<file path="src/rtl/ram_if_pkg.sv">
// Shared definitions for the 8-bit x 64 dual-port RAM initiator.
//   DATA_W_DEF / ADDR_W_DEF : default word and address widths of the RAM
//   WE_WRITE / WE_READ      : levels of the active-low RAM write enable
//   state_e                 : controller state (zero-fill, then normal run)
package ram_if_pkg;

  localparam int DATA_W_DEF = 8;
  localparam int ADDR_W_DEF = 6;

  localparam logic WE_WRITE = 1'b0;
  localparam logic WE_READ  = 1'b1;

  typedef enum logic {
    ST_INIT,
    ST_RUN
  } state_e;

endpackage

</file>
<file path="src/rtl/rsp_fifo.sv">
// Synchronous FIFO for read responses. Storage is not reset; only the
// pointers and the occupancy count are cleared by sclr.
//   clk, sclr          : clock, synchronous active-high clear
//   push, push_data    : write one entry (ignored when full without a pop)
//   pop                : remove head entry (ignored when empty)
//   pop_data           : head entry (valid while !empty)
//   count, empty, full : occupancy status
module rsp_fifo #(
  parameter int DEPTH = 4,
  parameter int WIDTH = 8
) (
  input  logic                   clk,
  input  logic                   sclr,
  input  logic                   push,
  input  logic [WIDTH-1:0]       push_data,
  input  logic                   pop,
  output logic [WIDTH-1:0]       pop_data,
  output logic [$clog2(DEPTH):0] count,
  output logic                   empty,
  output logic                   full
);

  localparam int PTR_W = $clog2(DEPTH);
  localparam int CNT_W = PTR_W + 1;

  logic [WIDTH-1:0] mem_q [DEPTH];
  logic [PTR_W-1:0] wr_ptr_q, wr_ptr_d;
  logic [PTR_W-1:0] rd_ptr_q, rd_ptr_d;
  logic [CNT_W-1:0] count_q, count_d;
  logic             do_push, do_pop;

  assign empty    = (count_q == '0);
  assign full     = (count_q == CNT_W'(DEPTH));
  assign count    = count_q;
  assign pop_data = mem_q[rd_ptr_q];

  assign do_pop  = pop & ~empty;
  assign do_push = push & (~full | do_pop);

  always_comb begin
    wr_ptr_d = wr_ptr_q;
    rd_ptr_d = rd_ptr_q;
    count_d  = count_q;
    if (do_push) wr_ptr_d = wr_ptr_q + PTR_W'(1);
    if (do_pop)  rd_ptr_d = rd_ptr_q + PTR_W'(1);
    case ({do_push, do_pop})
      2'b10:   count_d = count_q + CNT_W'(1);
      2'b01:   count_d = count_q - CNT_W'(1);
      default: count_d = count_q;
    endcase
  end

  always_ff @(posedge clk) begin
    if (sclr) begin
      wr_ptr_q <= '0;
      rd_ptr_q <= '0;
      count_q  <= '0;
    end else begin
      wr_ptr_q <= wr_ptr_d;
      rd_ptr_q <= rd_ptr_d;
      count_q  <= count_d;
    end
  end

  always_ff @(posedge clk) begin
    if (do_push) mem_q[wr_ptr_q] <= push_data;
  end

endmodule

</file>
<file path="src/rtl/ram_req_master.sv">
// Initiator for one port of the 8x64 dual-port RAM. Zero-fills the RAM after
// clear, then turns a valid/ready request stream into registered RAM port
// cycles and returns read data, in order, through a response FIFO.
//   clk, sclr                              : clock, synchronous active-high clear
//   req_valid/req_ready/req_write/addr/wdata : request stream
//   rsp_valid/rsp_ready/rsp_rdata          : response stream (reads only)
//   ram_addr/ram_din/ram_we/ram_dout       : RAM port (ram_we active-low)
//   init_done                              : zero-fill complete
//
// state   | meaning
// ST_INIT | writing zero to every address, requests blocked
// ST_RUN  | servicing requests
module ram_req_master
  import ram_if_pkg::*;
#(
  parameter int DATA_W    = DATA_W_DEF,
  parameter int ADDR_W    = ADDR_W_DEF,
  parameter int RSP_DEPTH = 4,
  parameter bit INIT_EN   = 1'b1
) (
  input  logic              clk,
  input  logic              sclr,
  input  logic              req_valid,
  output logic              req_ready,
  input  logic              req_write,
  input  logic [ADDR_W-1:0] req_addr,
  input  logic [DATA_W-1:0] req_wdata,
  output logic              rsp_valid,
  input  logic              rsp_ready,
  output logic [DATA_W-1:0] rsp_rdata,
  output logic [ADDR_W-1:0] ram_addr,
  output logic [DATA_W-1:0] ram_din,
  output logic              ram_we,
  input  logic [DATA_W-1:0] ram_dout,
  output logic              init_done
);

  localparam int CNT_W  = $clog2(RSP_DEPTH) + 1;
  localparam int CRED_W = CNT_W + 1;

  state_e            state_q, state_d;
  logic [ADDR_W-1:0] init_cnt_q, init_cnt_d;
  logic              init_done_q, init_done_d;
  logic [ADDR_W-1:0] ram_addr_q, ram_addr_d;
  logic [DATA_W-1:0] ram_din_q, ram_din_d;
  logic              ram_we_q, ram_we_d;
  // bit 0: read issued to the RAM port this cycle; bit 1: RAM dout valid now
  logic [1:0]        rd_pipe_q, rd_pipe_d;

  logic [CNT_W-1:0]  fifo_count;
  logic [DATA_W-1:0] fifo_head;
  logic              fifo_empty, fifo_full;
  logic [CRED_W-1:0] credit;
  logic              req_accept, rsp_pop;

  // Every accepted read owns a FIFO slot from acceptance on, so the FIFO
  // cannot overflow regardless of how long the consumer stalls.
  assign credit = CRED_W'(fifo_count) + CRED_W'(rd_pipe_q[0]) + CRED_W'(rd_pipe_q[1]);

  assign req_ready  = (state_q == ST_RUN) & init_done_q & (credit < CRED_W'(RSP_DEPTH));
  assign req_accept = req_valid & req_ready;

  assign rsp_valid = ~fifo_empty;
  assign rsp_rdata = rsp_valid ? fifo_head : '0;
  assign rsp_pop   = rsp_valid & rsp_ready;

  assign ram_addr  = ram_addr_q;
  assign ram_din   = ram_din_q;
  assign ram_we    = ram_we_q;
  assign init_done = init_done_q;

  always_comb begin
    state_d     = state_q;
    init_cnt_d  = init_cnt_q;
    init_done_d = (state_q == ST_RUN);
    ram_addr_d  = ram_addr_q;
    ram_din_d   = ram_din_q;
    ram_we_d    = WE_READ;
    rd_pipe_d   = {rd_pipe_q[0], 1'b0};
    case (state_q)
      ST_INIT: begin
        ram_we_d   = WE_WRITE;
        ram_din_d  = '0;
        ram_addr_d = init_cnt_q;
        init_cnt_d = init_cnt_q + ADDR_W'(1);
        // last address stops the fill rather than wrapping
        if (init_cnt_q == '1) state_d = ST_RUN;
      end
      ST_RUN: begin
        if (req_accept) begin
          ram_addr_d   = req_addr;
          ram_din_d    = req_wdata;
          ram_we_d     = req_write ? WE_WRITE : WE_READ;
          rd_pipe_d[0] = ~req_write;
        end
      end
      default: state_d = ST_INIT;
    endcase
  end

  always_ff @(posedge clk) begin
    if (sclr) begin
      state_q     <= INIT_EN ? ST_INIT : ST_RUN;
      init_cnt_q  <= '0;
      init_done_q <= 1'b0;
      ram_addr_q  <= '0;
      ram_din_q   <= '0;
      ram_we_q    <= WE_READ;
      rd_pipe_q   <= '0;
    end else begin
      state_q     <= state_d;
      init_cnt_q  <= init_cnt_d;
      init_done_q <= init_done_d;
      ram_addr_q  <= ram_addr_d;
      ram_din_q   <= ram_din_d;
      ram_we_q    <= ram_we_d;
      rd_pipe_q   <= rd_pipe_d;
    end
  end

  rsp_fifo #(
    .DEPTH (RSP_DEPTH),
    .WIDTH (DATA_W)
  ) u_rsp_fifo (
    .clk       (clk),
    .sclr      (sclr),
    .push      (rd_pipe_q[1]),
    .push_data (ram_dout),
    .pop       (rsp_pop),
    .pop_data  (fifo_head),
    .count     (fifo_count),
    .empty     (fifo_empty),
    .full      (fifo_full)
  );

endmodule

</file>
<file path="config.mk">
export PLATFORM = sky130hd
export DESIGN_NAME = ram_req_master
export DESIGN_NICKNAME = d
export VERILOG_FILES = /design/src/rtl/ram_if_pkg.sv /design/src/rtl/rsp_fifo.sv /design/src/rtl/ram_req_master.sv
export SDC_FILE = /design/constraint.sdc
export NUM_CORES = 1
export LEC_CHECK = 0
export ABC_AREA = 0
export CAP_MARGIN = 5
export CORE_MARGIN = 10
export CORE_UTILIZATION = 40
export CTS_CLUSTER_SIZE = 14
export DETAILED_ROUTE_END_ITERATION = 12
export GPL_TIMING_DRIVEN = 0
export SLEW_MARGIN = 20
export SYNTH_ARGS = -nofsm -noshare
export SYNTH_HDL_FRONTEND = slang
export SYNTH_HIERARCHICAL = 1
export SYNTH_SLANG_ARGS = --single-unit
</file>
<file path="constraint.sdc">
create_clock -name clk -period 5.5 [get_ports clk]
set_input_delay 1.1 -clock clk [delete_from_list [all_inputs] [get_ports clk]]
set_output_delay 1.1 -clock clk [all_outputs]
set_load 0.01 [all_outputs]
</file>
==> key figures <==
Synthesis
  • Mapped Nets: 261
  • Synthesized area: 0.002741 mm^2
  • Yosys Warn Count: 6
  • Cells after Synth: 227
  • Mean Syn Cell Area: 12.08 um^2

Pwr
  • Switching portion of total power: 19.97%
  • Int Power: 845.9 uW
  • Pleak: 1.236 nW
  • Clock power frac: 47.4%
  • Combinational share of power: 3.4%
  • Pwr dens: 293.1 mW/mm^2
  • Peak VDD IR: 0.1638 mV
  • Overall power: 1.057 mW
  • Sw power: 211.0 uW
  • Reg power frac: 49.2%

Clocking
  • Clock Latency Late Sink: 0.33 ns
  • Sink Count: 66
  • CTS Buffer Depth: 2
  • Hold buffer count at CTS: 0
  • Clock transition at path regs: 0.08 ns
  • Post-CTS sizing: 0
  • Num CTS Buffers: 9
  • CTS root buf: clkbuf_8
  • H-tree lvl count: 3
  • CTS tree: built
  • Setup repair bufs after CTS: 0

Layout
  • Commonest non-fill, non-tap cells in the layout: clkdlybuf4s50_1, dfxtp_1, edfxtp_1
  • N_diodes: 0
  • Fin cells: 374
  • Most common cell after layout, fill and taps aside: clkdlybuf4s50_1
  • Share of layout cells above drive strength 1: 12.59%
  • P&R area growth vs syn: 31.54%
  • Final #Nets: 323

Route
  • Antenna-violating nets left: 0
  • Vias per cell: 4.944
  • DRC: 0
  • Final WL: 5661 um
  • Top Metal Used: met4
  • Starting DRT DRC Count: 58
  • Met2 wire length: 2596 um
  • Wirelength per Cell: 15.14 um
  • M1 WL: 2510 um
  • Drt pass-1 iters: 4
  • Met3 wire length: 477 um
  • Vias: 1,849

Min path
  • Hold Crit Class: flip-flop to flip-flop
  • Hold_sp: ram_din[1]$_SDFFE_PP0P_

Placed design
  • Post-DP HPWL: 3999 um
  • IO Port Bufs: 51
  • Inst Count DP: 358
  • Gpl congestion: 0.7594
  • Pre-CTS setup slack: 1.879 ns

STA
  • # setup viols final: 0
  • Slew HR: 55.57%
  • Fmax: 304.0 MHz
  • Worst hold slack: 0.4534 ns
  • Hold Vio Cnt, Final: 0
  • RSZ-0062 raised after global routing: false
  • Crit share post-route: 59.81%
  • Worst Tran Pin Value: 0.6629 ns
  • Sum Neg Setup Slack: 0 ns
  • Final min period: 3.290 ns
  • Slew Viols, Final: 0
  • Setup Skew: 0.006857 ns
  • Worst setup margin: 2.210 ns

Worst setup path
  • Bufs and invs on worst path: 1
  • CP arrival: 3.51 ns
  • Critical Path RT: 5.72 ns
  • Crit path kind: input pin to flip-flop
  • Endpoint type of the worst setup path: flip-flop
  • Critical-path top delay cell: clkdlybuf4s50_1
  • Setup crit start kind: input pin
  • Largest fanout on the critical path: 6
  • Crit-path cells: clkdlybuf4s50_1, nor2b_1, o31a_1, nand2b_1, fa_1, nand2b_1, o31ai_2, mux2_1
  • Delay-heaviest family, CP: simple AND/OR/NAND/NOR gates
  • Most Frequent Cell on Critical Path: nand2b_1
  • Crit Reg-Reg Startpoint: u_rsp_fifo/count[2]$_SDFFE_PP0P_
  • Worst setup path start: rsp_ready
  • Critical Path Max Stage Delay: 0.46 ns

GRT
  • Antenna violations before repair: 0
  • Largest net degree at the start of global routing: 14
  • First-pass GRT wire length: 9252 um
  • Vias in the first global route: 1,851
  • Gr ovfl total: 0
  • Global Route Usage Sum: 11.25%

Floorplan
  • Die Y: 102.8 um
  • Starting Density: 40.80%
  • Number of I/O pins: 53
  • Site Rows: 30
  • Core area: 0.006719 mm^2
  • Width of the chip: 102.8 um
  • Die area: 0.01056 mm^2

Run
  • Max cap viols: 0

Run status
  • Status: finished, final reports clean
per-layer routing:
layer,vias up,track usage (%)
met1,872,13.36
met5,-,0
li1,921,-
met4,0,4.813
met3,5,4.826
met2,51,17.47
worst paths after layout:
kind / slack [ns] / endpoint / cells past startpoint
worst max-delay path: 2.21 / u_rsp_fifo/count[2]$_SDFFE_PP0P_ / 8
worst min-delay path: 0.45 / ram_din[1]$_SDFFE_PP0P_ / 2
worst max register to register: 2.75 / u_rsp_fifo/count[2]$_SDFFE_PP0P_ / 8
worst min register to register: 0.45 / ram_din[1]$_SDFFE_PP0P_ / 2
power groups by stage:
stage,Sequential (mW),Combinational [mW],Clock [mW]
after global routing,0.521,0.0392,0.535
after global placement,0.531,0.0356,0
after floorplan,0.532,0.00897,0
final,0.520,0.0356,0.501
after detailed placement,0.532,0.0360,0
after CTS,0.520,0.0362,0.512
cell type report:
| type | instances | area, um^2 |
|---|---|---|
| Tap cell | 80 | 100.1 |
| Clock inverter | 7 | 125.1 |
| Clock buffer | 9 | 123.9 |
| Buffer | 11 | 62.56 |
| Fill cell | 578 | 3113 |
| Sequential cell | 66 | 1642 |
| Timing Repair Buffer | 51 | 510.5 |
| Multi-Input combinational cell | 141 | 1008 |
| Inverter | 9 | 33.78 |
flip-flops by register name (all words and copies together), names as in the netlist, named ones only:
signal	count
init_done	1
init_done_d	1
u_rsp_fifo/wr_ptr_q	2
u_rsp_fifo/mem_q	32
ram_we	1
ram_din	8
init_cnt_q	6
u_rsp_fifo/rd_ptr_q	2
u_rsp_fifo/count	3
ram_addr	6
rd_pipe_q	2
metrics by stage:
stage	utilization [%]	cell area, um^2
global route	53.67	3606
finish	53.67	3606
detailed placement	49.96	3357
floorplan	-	2741
global placement	49.89	3352
CTS	53.67	3606
worst reg2reg max path: stages, from the launching register on:
cell      delay [ns]
dfxtp_1         0.50
nor3_2          0.18
nor2b_1         0.43
o31a_1          0.36
nand2b_1        0.11
fa_1            0.38
nand2b_1        0.16
o31ai_2         0.19
mux2_1          0.34
Note: power is estimated with default switching activity, not from simulation.
==> variant, RTL diff (config.mk and constraints unchanged) <==
Set the package constant `ADDR_W_DEF` to 5 (it was 6).
--- a/src/rtl/ram_if_pkg.sv
+++ b/src/rtl/ram_if_pkg.sv
@@ -6,5 +6,5 @@
 
   localparam int DATA_W_DEF = 8;
-  localparam int ADDR_W_DEF = 6;
+  localparam int ADDR_W_DEF = 5;
 
   localparam logic WE_WRITE = 1'b0;
Ports: changed (resized ram_addr and req_addr); port bits go from 53 to 51. No check against the original RTL was run, so the function may have changed too.
==> variant against the original RTL <==
  * Combinational power shrank 5.6%
  * Non-clock buffer count shrank 2
  * Sequential cell count shrank 2
  * Area after synthesis shrank 2.7%
  * Routed wire length shrank 1.7%
  * Power shrank 15%
  * Worst setup slack gained 13 ps
  * Hold slack gained 0.66 ps
  * Design area shrank 4.5%
  * Critical endpoint is now req_ready
  * Highest routed layer unchanged
==> variant: results (changes against the original RTL) <==
[placed_design]
place_ws_ps = 1910  ; +29.1 ps
dp_cells = 341  ; -4.7%
dpl.hpwl_um = 3960  ; -0.96%
port_buffers = 49  ; -3.9%
place_congestion = 0.716  ; -5.7%

[critical_path]
cp-startpoint = init_done_d$_SDFF_PP0_
r2r_setup_slack_ps = 2800  ; +50 ps
reg2reg_from = u_rsp_fifo/count[2]$_SDFFE_PP0P_
crit_path_max_fanout = 10  ; +4
arrival_ps = 2180  ; -1330 ps
worstSetupEndpoint = req_ready
ff2ff_path_depth = 8  ; unchanged
r2r-end = u_rsp_fifo/count[2]$_SDFFE_PP0P_

[routing]
wl_um = 5560  ; -1.7%
drt_iter0_drc = 101  ; +74%
dr.pass1.iters = 6  ; +2
vias_per_cell = 4.98  ; +0.68%
vias = 1777  ; -3.9%

[cts]
clock_latency_ps = 340
path_clk_slew_ps = 70
h-tree-depth = 3  ; unchanged
cts_buffer_depth = 2  ; unchanged
cts_root_buf = clkbuf_8
cts_buffers = 9  ; unchanged
cts_resized = 0  ; unchanged
post_cts_buffers = 0  ; unchanged

[final_layout]
largest_reg_flops = 32  ; unchanged
drive_gt1_share_pct = 13.2  ; +0.63 points
nets = 309  ; -4.3%
diodes = 0  ; unchanged
fillerInstances = 566  ; -2.1%
top_register = u_rsp_fifo/mem_q

[timing]
fmax_ghz = 0.305  ; +0.41%
fin_hold_ws_ps = 454  ; +0.656 ps
clock_skew_ps = 9.40  ; +2.54 ps
finalMaxSlewViolations = 0  ; unchanged
relSlewSlack_pct = 52.9  ; -2.7 points

[run_status]
status = finished clean

[logic_synthesis]
synth_nets = 249  ; -4.6%
ys_warn_count = 6  ; unchanged
synthCells = 215  ; -5.3%

[global_routing]
track_usage_pct = 11.3  ; +0.020 points
antenna_found_initial = 0  ; unchanged
grt_max_degree = 13  ; -1
grt_pass1_wl_um = 8940  ; -3.4%

[pwr]
max-vdd-ir-drop_mv = 0.151  ; -8.1%
p_int_w = 0.000701  ; -17%
leakage_nw = 1.19  ; -3.9%

[hold_path]
holdPathStages = 2  ; unchanged
hp-class = reg2reg
min_to = ram_din[0]$_SDFFE_PP0P_
worstHoldStart = ram_din[0]$_SDFFE_PP0P_

variant: cell types whose count changed in the layout (fill, tap and decap cells not counted), sizes merged, moves of 3 or more:
| cell | delta |
|---|---|
| nand2 | -4 |
| a21oi | -3 |
| clkinvlp | +3 |
| bufinv | -3 |
variant: power by group through the flow:
stage                      logic (W)  registers [W]  clock network, W
after floorplan           0.00000849       0.000517                 0
after global placement     0.0000339       0.000517                 0
after detailed placement   0.0000341       0.000517                 0
after CTS                  0.0000343       0.000506          0.000372
after global routing       0.0000379       0.000506          0.000389
final                      0.0000336       0.000506          0.000361
variant: area by class of cell:
| class | instances | area [um2] | area share, % |
|---|---|---|---|
| Sequential cell | 64 | 1600 | 46.5 |
| Multi-Input combinational cell | 131 | 975 | 28.3 |
| Timing Repair Buffer | 49 | 490 | 14.2 |
| Clock buffer | 10 | 138 | 4.00 |
| Tap cell | 77 | 96.3 | 2.80 |
| Buffer | 11 | 62.6 | 1.82 |
| Clock inverter | 6 | 45.0 | 1.31 |
| Inverter | 9 | 33.8 | 0.981 |
variant: layer usage:
metal | GRT usage [%] | routed length [um] | up-vias
met5 | 0 | 0 | -
met4 | 4.95 | 60 | 0
met3 | 5.31 | 343 | 6
met2 | 16.3 | 2650 | 36
met1 | 14.0 | 2510 | 858
li1 | - | - | 877
variant: metrics by stage:
step,area [um2],util [%]
global placement,3250,50.7
floorplan,2670,-
finish,3440,53.6
global route,3440,53.6
detailed placement,3260,50.7
CTS,3440,53.6
variant: worst max-delay path, cell delays in order (launching register included):
cell,delay (ps)
dfxtp_1,450
buf_2,280
buf_2,270
nand2_1,80
nor3_1,180
clkdlybuf4s50_1,590
